[src/rtl/registro_tiempo_vga_banco_pkg.sv]
// Shared definitions for the VGA time/date register bank: FSM states,
// field indices and the default per-field BCD limits.
package registro_tiempo_vga_banco_pkg;

  localparam int NCH_DEF    = 6;
  localparam int W_DEF      = 8;
  localparam int ADDR_W_DEF = 3;

  localparam int CH_SEG = 0;
  localparam int CH_MIN = 1;
  localparam int CH_HOR = 2;
  localparam int CH_DIA = 3;
  localparam int CH_MES = 4;
  localparam int CH_ANO = 5;

  typedef enum logic [1:0] {
    ST_IDLE,
    ST_COLLECT,
    ST_PENDING
  } estado_t;

  // Packs six per-field limits into the flattened field-i-at-[i*W +: W] layout
  function automatic logic [NCH_DEF*W_DEF-1:0] lim_vec(
    input logic [W_DEF-1:0] seg,
    input logic [W_DEF-1:0] mnt,
    input logic [W_DEF-1:0] hor,
    input logic [W_DEF-1:0] dia,
    input logic [W_DEF-1:0] mes,
    input logic [W_DEF-1:0] ano
  );
    logic [NCH_DEF*W_DEF-1:0] v;
    v = '0;
    v[CH_SEG*W_DEF +: W_DEF] = seg;
    v[CH_MIN*W_DEF +: W_DEF] = mnt;
    v[CH_HOR*W_DEF +: W_DEF] = hor;
    v[CH_DIA*W_DEF +: W_DEF] = dia;
    v[CH_MES*W_DEF +: W_DEF] = mes;
    v[CH_ANO*W_DEF +: W_DEF] = ano;
    return v;
  endfunction

  localparam logic [NCH_DEF*W_DEF-1:0] MAX_VEC_DEF =
    lim_vec(8'h59, 8'h59, 8'h23, 8'h31, 8'h12, 8'h99);
  localparam logic [NCH_DEF*W_DEF-1:0] MIN_VEC_DEF =
    lim_vec(8'h00, 8'h00, 8'h00, 8'h01, 8'h01, 8'h00);

endpackage

[src/rtl/registro_tiempo_vga_banco_bcd_paso.sv]
// Combinational BCD step (+1/-1) with MIN/MAX wrap, plus a flag telling
// whether an incoming write value is valid BCD and inside [min_v, max_v].
module bcd_paso #(
  parameter int W = 8
) (
  input  logic [W-1:0] val,
  input  logic [W-1:0] dseg,
  input  logic [W-1:0] min_v,
  input  logic [W-1:0] max_v,
  input  logic         up,
  output logic [W-1:0] paso,
  output logic         ok
);

  localparam int ND = W / 4;

  logic c;

  // Digit-wise ripple step; valid BCD compares correctly as plain binary
  always_comb begin
    paso = val;
    c    = 1'b1;
    ok   = (dseg >= min_v) && (dseg <= max_v);
    for (int unsigned d = 0; d < ND; d++) begin
      if (dseg[d*4 +: 4] > 4'd9) ok = 1'b0;
    end
    if (up) begin
      if ((val < min_v) || (val >= max_v)) begin
        paso = min_v;
      end else begin
        for (int unsigned d = 0; d < ND; d++) begin
          if (c) begin
            if (paso[d*4 +: 4] == 4'd9) begin
              paso[d*4 +: 4] = 4'd0;
            end else begin
              paso[d*4 +: 4] = paso[d*4 +: 4] + 4'd1;
              c = 1'b0;
            end
          end
        end
      end
    end else begin
      if (val <= min_v) begin
        paso = max_v;
      end else begin
        for (int unsigned d = 0; d < ND; d++) begin
          if (c) begin
            if (paso[d*4 +: 4] == 4'd0) begin
              paso[d*4 +: 4] = 4'd9;
            end else begin
              paso[d*4 +: 4] = paso[d*4 +: 4] - 4'd1;
              c = 1'b0;
            end
          end
        end
      end
    end
  end

endmodule

[src/rtl/registro_tiempo_vga_banco.sv]
// Addressed bank of BCD time/date fields for the VGA text renderer.
// Writes (RTC burst or user edit) land in a shadow bank that is copied to
// the display bank only on a frame boundary.
import registro_tiempo_vga_banco_pkg::*;

module registro_tiempo_vga_banco #(
  parameter int                    NCH     = NCH_DEF,
  parameter int                    W       = W_DEF,
  parameter int                    ADDR_W  = ADDR_W_DEF,
  parameter logic [NCH*W-1:0]      MAX_VEC = MAX_VEC_DEF,
  parameter logic [NCH*W-1:0]      MIN_VEC = MIN_VEC_DEF
) (
  input  logic              clk,
  input  logic              reset,
  input  logic              seleccion,
  input  logic [ADDR_W-1:0] addr,
  input  logic [W-1:0]      dseg,
  input  logic              EN,
  input  logic              ACT,
  input  logic              inc,
  input  logic              dec,
  input  logic              burst_done,
  input  logic              vsync_pulse,
  output logic [NCH*W-1:0]  dato_flat,
  output logic              dirty,
  output logic              commit_pulse,
  output logic              err
);

  estado_t     st, st_sig;
  logic [W-1:0] sh   [NCH];
  logic [W-1:0] disp [NCH];
  logic         sel_q;
  logic         addr_ok, wr, stp, req, rechazo, acepta, commit_now, dseg_ok;
  logic [W-1:0] cur, mn, mx, paso_v, nuevo;

  // Select the addressed shadow field and its limits
  always_comb begin
    cur = '0;
    mn  = '0;
    mx  = '0;
    for (int unsigned i = 0; i < NCH; i++) begin
      if (32'(addr) == i) begin
        cur = sh[i];
        mn  = MIN_VEC[i*W +: W];
        mx  = MAX_VEC[i*W +: W];
      end
    end
  end

  bcd_paso #(.W(W)) u_paso (
    .val   (cur),
    .dseg  (dseg),
    .min_v (mn),
    .max_v (mx),
    .up    (inc),
    .paso  (paso_v),
    .ok    (dseg_ok)
  );

  // Decode the request for this cycle; ACT beats inc/dec, inc&dec is a no-op
  always_comb begin
    addr_ok = 32'(addr) < 32'(NCH);
    wr      = seleccion ? ACT : EN;
    stp     = seleccion && !ACT && (inc ^ dec);
    req     = wr || stp;
    rechazo = req && (!addr_ok || (wr && !dseg_ok));
    acepta  = req && !rechazo;
    nuevo   = wr ? dseg : paso_v;
  end

  // State register and mode tracker
  always_ff @(posedge clk or posedge reset) begin
    if (reset) begin
      st    <= ST_IDLE;
      sel_q <= 1'b0;
    end else begin
      st    <= st_sig;
      sel_q <= seleccion;
    end
  end

  // Next state; a mode change folds any outstanding work into PENDING
  always_comb begin
    st_sig = st;
    case (st)
      ST_IDLE:    if (acepta) st_sig = seleccion ? ST_PENDING : ST_COLLECT;
      ST_COLLECT: if (burst_done) st_sig = ST_PENDING;
      ST_PENDING: begin
        if (vsync_pulse) begin
          if (acepta) st_sig = seleccion ? ST_PENDING : ST_COLLECT;
          else        st_sig = ST_IDLE;
        end
      end
      default:    st_sig = ST_IDLE;
    endcase
    if (seleccion != sel_q) st_sig = (st_sig != ST_IDLE) ? ST_PENDING : ST_IDLE;
  end

  // FSM outputs
  always_comb begin
    dirty      = (st != ST_IDLE);
    commit_now = (st == ST_PENDING) && vsync_pulse;
  end

  // Shadow bank: at most one field updated per cycle
  always_ff @(posedge clk or posedge reset) begin
    if (reset) begin
      for (int unsigned i = 0; i < NCH; i++) sh[i] <= '0;
    end else if (acepta) begin
      for (int unsigned i = 0; i < NCH; i++) begin
        if (32'(addr) == i) sh[i] <= nuevo;
      end
    end
  end

  // Display bank: whole-frame copy of the pre-edge shadow
  always_ff @(posedge clk or posedge reset) begin
    if (reset) begin
      for (int unsigned i = 0; i < NCH; i++) disp[i] <= '0;
    end else if (commit_now) begin
      for (int unsigned i = 0; i < NCH; i++) disp[i] <= sh[i];
    end
  end

  // Registered one-cycle status pulses
  always_ff @(posedge clk or posedge reset) begin
    if (reset) begin
      commit_pulse <= 1'b0;
      err          <= 1'b0;
    end else begin
      commit_pulse <= commit_now;
      err          <= rechazo;
    end
  end

  // Flatten the display bank for the renderer
  always_comb begin
    dato_flat = '0;
    for (int unsigned i = 0; i < NCH; i++) dato_flat[i*W +: W] = disp[i];
  end

endmodule

[config.mk]
export PLATFORM = sky130hd
export DESIGN_NAME = registro_tiempo_vga_banco
export DESIGN_NICKNAME = d
export VERILOG_FILES = /design/src/rtl/registro_tiempo_vga_banco_pkg.sv /design/src/rtl/registro_tiempo_vga_banco_bcd_paso.sv /design/src/rtl/registro_tiempo_vga_banco.sv
export SDC_FILE = /design/constraint.sdc
export NUM_CORES = 1
export LEC_CHECK = 0
export ABC_AREA = 1
export BUFFER_PORTS_ARGS = -buffer_cell sky130_fd_sc_hd__clkbuf_2
export CAP_MARGIN = 20
export CORE_MARGIN = 2
export CORE_UTILIZATION = 63
export CTS_CLUSTER_DIAMETER = 30
export DETAILED_ROUTE_END_ITERATION = 10
export HOLD_SLACK_MARGIN = 0.03
export PLACE_DENSITY = 0.85
export SLEW_MARGIN = 20
export SYNTH_ARGS = -nofsm -noshare
export SYNTH_HDL_FRONTEND = slang
export SYNTH_SLANG_ARGS = --single-unit
[constraint.sdc]
create_clock -name clk -period 6.4 [get_ports clk]
set_clock_uncertainty 0.05 [all_clocks]
set_input_delay 0.32 -clock clk [delete_from_list [all_inputs] [get_ports clk]]
set_output_delay 0.32 -clock clk [all_outputs]
set_load 0.01 [all_outputs]
# After elaboration in Yosys (flattened, before gate mapping)
# Cells that the tools add are included.
[op_classes]
magnitude_cmp = 8
reduce_logical = 26
mux = 42
eq_ne = 10
addsub = 4
bitwise = 1
[ops]
columns = ["operator", "count"]
rows = [
  ["two-way mux 8 bit", 16],
  ["two-way mux 4 bit", 6],
  [">= comparator 8 bit", 2],
  ["<= comparator 8 bit", 2],
  ["two-way mux 2 bit", 7],
  ["two-way mux 7 bit", 2],
  ["AND reduction 2 bit", 6],
  ["two-way mux 1 bit", 10],
  ["adder 4 x 1 -> 4 bit, second input constant", 2],
  ["equality test 4 bit, second input constant", 2],
  ["greater-than comparator 4 bit, second input constant", 2],
  ["zero test 4 bit", 2],
  ["less-than comparator 8 bit", 1],
  ["subtractor 4 x 1 -> 4 bit, second input constant", 2],
  ["logical AND 1 bit", 7],
  ["equality test 3 x 2 -> 1 bit, second input constant", 2],
  ["equality test 3 bit, second input constant", 2],
  ["case mux 2 bit (3 select lines)", 1],
  ["zero test 1 bit", 4],
  ["nonzero test 2 bit", 2],
  ["equality test 3 x 1 -> 1 bit, second input constant", 1],
  ["zero test 3 bit", 1],
  ["logical OR 1 bit", 3],
  ["less-than comparator 3 bit, second input constant", 1],
  ["other kinds (5)", 5],
]
[word_totals]
inputBits = 20
output_inout_bits = 51
ff_bits = 101
wordCells = 107

# Depth between registers and ports, before layout
[depth]
ltp_word = 23
ltp_mapped = 25
ltp_nobuf = 23

# Hierarchy
# Synthesis repeated with hierarchy kept, for this count alone.
[hier_totals]
cells_unflattened = 756
area_unflattened_um2 = 5930.7
[by_module_without_submodules]
columns = ["mod", "area_each_um2", "seq_area_each_um2", "cells_each", "instances"]
rows = [
  ["registro_tiempo_vga_banco", 4511.8, 2527.4, 503, 1],
  ["bcd_paso", 1418.9, 0.0, 253, 1],
]

# Least setup slack after synthesis
# OpenSTA, ideal clock, no wires.
[synth_timing]
kind = "input to register"
start = "input addr[2]"
end = "register sh[8] (netlist name)"
cell_stages = 22
arrival_ps = 2588
setup_time_ps = 119
n_path_buf = 1
path_slack_ps = 3644
required_time_ps = 6231
path_cell_list = "buf_6 nor2_2 nand2_4 nand2_1 inv_1 ha_1 inv_1 nor2_1 o31ai_1 nand2_1 nand2_1 nand3_1 nand2_1 nand2_1 nand2_1 nand2_1 nor2_2 inv_1 nor2_4 inv_1 nand2_1 nand2_1"
[synth_via]
elab_chain_len = 18
elab_cells_between_ends = 49
classes_between = "2 x add/sub; 6 x order compare; 6 x eq/ne; 23 x mux; 12 x reduce/logical"
[synth_rtl]
columns = ["item", "line", "source"]
rows = [
  ["start, declared", "registro_tiempo_vga_banco.sv:16", "input logic [ADDR_W-1:0] addr,"],
  ["zero test 3 bit", "registro_tiempo_vga_banco.sv:43", "if (32'(addr) == i) begin"],
  ["two-way mux 7 bit (2 in a row)", "registro_tiempo_vga_banco.sv:43", ""],
  ["two-way mux 8 bit (4 in a row)", "registro_tiempo_vga_banco.sv:43", ""],
  ["<= comparator 8 bit", "registro_tiempo_vga_banco_bcd_paso.sv:23", "ok = (dseg >= min_v) && (dseg <= max_v);"],
  ["logical AND 1 bit", "registro_tiempo_vga_banco_bcd_paso.sv:23", ""],
  ["two-way mux 1 bit (2 in a row)", "registro_tiempo_vga_banco_bcd_paso.sv:25", "if (dseg[d*4 +: 4] > 4'd9) ok = 1'b0;"],
  ["zero test 1 bit", "registro_tiempo_vga_banco.sv:67", "rechazo = req && (!addr_ok || (wr && !dseg_ok));"],
  ["logical AND 1 bit", "registro_tiempo_vga_banco.sv:67", ""],
  ["logical OR 1 bit", "registro_tiempo_vga_banco.sv:67", ""],
  ["logical AND 1 bit", "registro_tiempo_vga_banco.sv:67", ""],
  ["zero test 1 bit", "registro_tiempo_vga_banco.sv:68", "acepta = req && !rechazo;"],
  ["logical AND 1 bit", "registro_tiempo_vga_banco.sv:68", ""],
  ["AND reduction 2 bit (no source line)", "n/a", ""],
  ["end signal, assigned by index", "registro_tiempo_vga_banco.sv:112", "if (32'(addr) == i) sh[i] <= nuevo;"],
  ["end, declared", "registro_tiempo_vga_banco.sv:31", "logic [W-1:0] sh [NCH];"],
]
# Several ways; a longest one is shown, not always the timed one.
# A chain may end at the register's enable or synchronous reset.

# Final worst setup path
[layout_timing]
start = "input addr[2]"
end = "register sh[7] (netlist name)"
# Same word-level chain as after synthesis.

==> impl_results.md <==
* Outcome: complete, no violations
* Initial antenna violation count at 0
* Main synth FF type: dfrtp_1
* Global-route usage over all layers at 0.333
* CP max FO at 11
* Setup-failing EPs final at 0
* Placed wire-length estimate at 12000 um
* #FFs+latches synth at 101
* Layout cell share with drive strength beyond 1 at 0.202
* Clock tree sinks at 101
* Syn. warnings at 0
* Mapped Area at 0.00588 mm2
* Root buf cell: clkbuf_8
* Hold slack at 0.0728 ns
* Fin. Hold Viols at 0
* First DRT Iteration DRCs at 480
* Vias per inst at 5.70
* Die W at 101 um
* Critical path class: input pin to flop
* Syn nets at 799
* Arrival time of data at the critical path endpoint at 3.69 ns
* Antenna Cells at 0
* LEAKAGE at 3.55 nW
* TritonCTS clock tree: yes
* First-pass GRT wire length at 25800 um
* CP Capture Type: flop
* RSZ-0062 raised after global routing: no
* Io pins at 71
* TritonRoute pass-1 iters at 5
* Fin Setup TNS at 0 ns
* # H-tree levels at 3
* Worst VDD drop at 153 uV
* Drt drc at 0
* CTS max path bufs at 2
* Resize count post-CTS at 0
* Total grt overflow at 0
* Period utilization at 0.544
* FP Rows at 35
* Clock slew at reported path FFs at 0.11 ns
* Cells after Synth at 760
* Final ANT Viol Nets at 0
* Via Count at 5351
* Largest net degree at the start of global routing at 78
* EDFF count, synth at 0
* CP required at 6.61 ns
* Slew at the pin with the worst max-slew slack at 1.03 ns
* Fillers at 767
* Max Clk Rate at 287 MHz
* Slew Viols, Final at 0
* CP cell instances: clkbuf_2 > inv_2 > nand2_1 > nor2_4 > nor2_1 > inv_1 > nor2_1 > ha_1 > o31ai_1 > nand2_1 > nand2_1 > nand3_1 > nand2_1 > nand2_1 > nand2_1 > nand2_1 > nor2_2 > inv_1 > nor2_4 > inv_1 > nand2_1 > nand2_1
* Overall power at 2.38 mW
* Initial Util at 0.643
* Routed WL per cell at 17.0 um
* Slew HR at 0.313
* Async SR Flop Fraction at 1.00
* HP Class: input pin to flop
* Syn Area/Cell at 7.74 um2
* Critical Path Source Type: input pin
* # nets final at 862
* Final min period at 3.48 ns
* P&R area growth vs syn at 9.76%
* Worst path slowest cell: nor2_1
* Placer Congestion at 1.06
* CP dominant cell by count: nand2_1
* Routed Wire Length at 15900 um
* Max Cap Viol at 0
* Synth unique cells at 39
* Cts bufs inserted at 9
* Die area at 0.0101 mm2
* Vert. Die Dim at 101 um
* Power Density at 369 mW/mm2
* Vias in the first global route at 5145
* Max stage delay on crit path at 0.32 ns
* CORE AREA at 0.00915 mm2
* Buffers on Ports at 70
* Post-synthesis sequential area ratio at 0.430
* Worst skew pair latency at 0.38 ns
registers in the layout, summed over array words and instances, names as in the netlist:
| signal | count |
|---|---|
| commit_pulse | 1 |
| sh | 48 |
| sel_q | 1 |
| err | 1 |
| st | 2 |
| dato_flat | 48 |
worst max-delay path: cells and delay by family:
family          cells  cell delay [ns]
compound gates      1             0.07
fa+ha+maj           1             0.32
buf+inv             5             0.98
simple gates       15             1.97
layout by cell type, fill, tap and decap left out, drive strengths merged, types with 2 or more instances in the layout:
cell,netlist,routed
dfrtp,101,101
xor2,4,4
nor2,62,62
or2,6,6
nand2,315,315
o21ai,26,26
nor3,5,5
nand3b,2,2
nand4,12,12
o31ai,2,2
clkinv,1,3
a21oi,11,11
nand3,100,100
inv,70,73
ha,19,19
clkbuf,8,79
area by class of cell:
cell class	count	area, um2	share of cell area
sequential	101	2530	0.391
timing repair buffer	72	368	0.0570
multi-input combinational	568	2980	0.461
clock inverter	6	56.3	0.00872
inverter	71	269	0.0417
tap	111	139	0.0215
clock buffer	9	124	0.0192
metal layers:
metal / share of wire / up-vias / wire length (um) / global-route usage
met5: 0 / - / 0 / 0
met4: 0.048 / 0 / 759 / 0.166
met3: 0.082 / 65 / 1310 / 0.0617
met2: 0.46 / 274 / 7250 / 0.521
met1: 0.41 / 2467 / 6600 / 0.446
li1: - / 2545 / - / -
logic make-up after synthesis:
logic type               after synthesis  share of synthesized area
AO/OA/AOI/OAI                         43                     0.0427
flip-flops                           101                      0.430
XOR/XNOR                               4                    0.00595
adder cells (fa/ha/maj)               19                     0.0404
AND/OR/NAND/NOR                      502                      0.416
buffers and inverters                 91                     0.0653
cells in the mapped netlist (2+ instances only):
cell type | instances | area, um2
a21oi_1 | 10 | 50.1
nand4_1 | 10 | 62.6
nor3_2 | 2 | 20.0
inv_2 | 8 | 30.0
nand3b_1 | 2 | 15.0
or2_2 | 6 | 37.5
buf_6 | 4 | 45.0
nor2_8 | 2 | 40.0
nor3_1 | 2 | 10.0
nor2_2 | 8 | 50.1
nand2_1 | 301 | 1130
ha_1 | 19 | 238
nand2_4 | 5 | 56.3
nand3_2 | 17 | 170
nand2_2 | 9 | 56.3
nand3_4 | 4 | 70.1
clkbuf_1 | 8 | 30.0
o21ai_1 | 6 | 30.0
buf_1 | 6 | 22.5
inv_1 | 62 | 233
xor2_1 | 4 | 35.0
nor2_4 | 12 | 135
dfrtp_1 | 101 | 2530
nor2_1 | 40 | 150
o21ai_0 | 20 | 100
nand3_1 | 79 | 395
worst paths after layout:
kind / depth (start not counted) / slack [ns] / to / startpoint
worst max-delay path: 22 / 2.92 / sh[7] / addr[2]
worst min-delay path: 1 / 0.07 / sel_q / seleccion
worst max register to register: 14 / 3.33 / sh[43] / sh[38]
worst min register to register: 2 / 0.44 / dato_flat[15] / dato_flat[15]
max in group asynchronous: 4 / 4.67 / sh[46] / reset
min in group asynchronous: 3 / 0.39 / dato_flat[37] / reset
per-stage QoR:
stage / cell area (um2) / util / instances / setup slack (ns)
floorplan: 5880 / - / 760 / 3.38
global placement: 6270 / 0.685 / 922 / 2.72
detailed placement: 6270 / 0.685 / 922 / 2.68
CTS: 6460 / 0.706 / 938 / 3.04
global route: 6460 / 0.706 / 938 / 2.70
finish: 6460 / 0.706 / 938 / 2.92
timing repair:
| item | in CTS | in global routing |
|---|---|---|
| hold buffers | 1 | 0 |
| setup buffers | 0 | 0 |
| hold endpoints to repair | 24 | 0 |
power breakdown:
| group | total (mW) | internal (mW) | switching [mW] |
|---|---|---|---|
| sequential | 1.04 | 0.870 | 0.169 |
| clock | 0.389 | 0.148 | 0.241 |
| combinational | 0.953 | 0.332 | 0.621 |
Note: power is estimated with default switching activity, not from simulation.
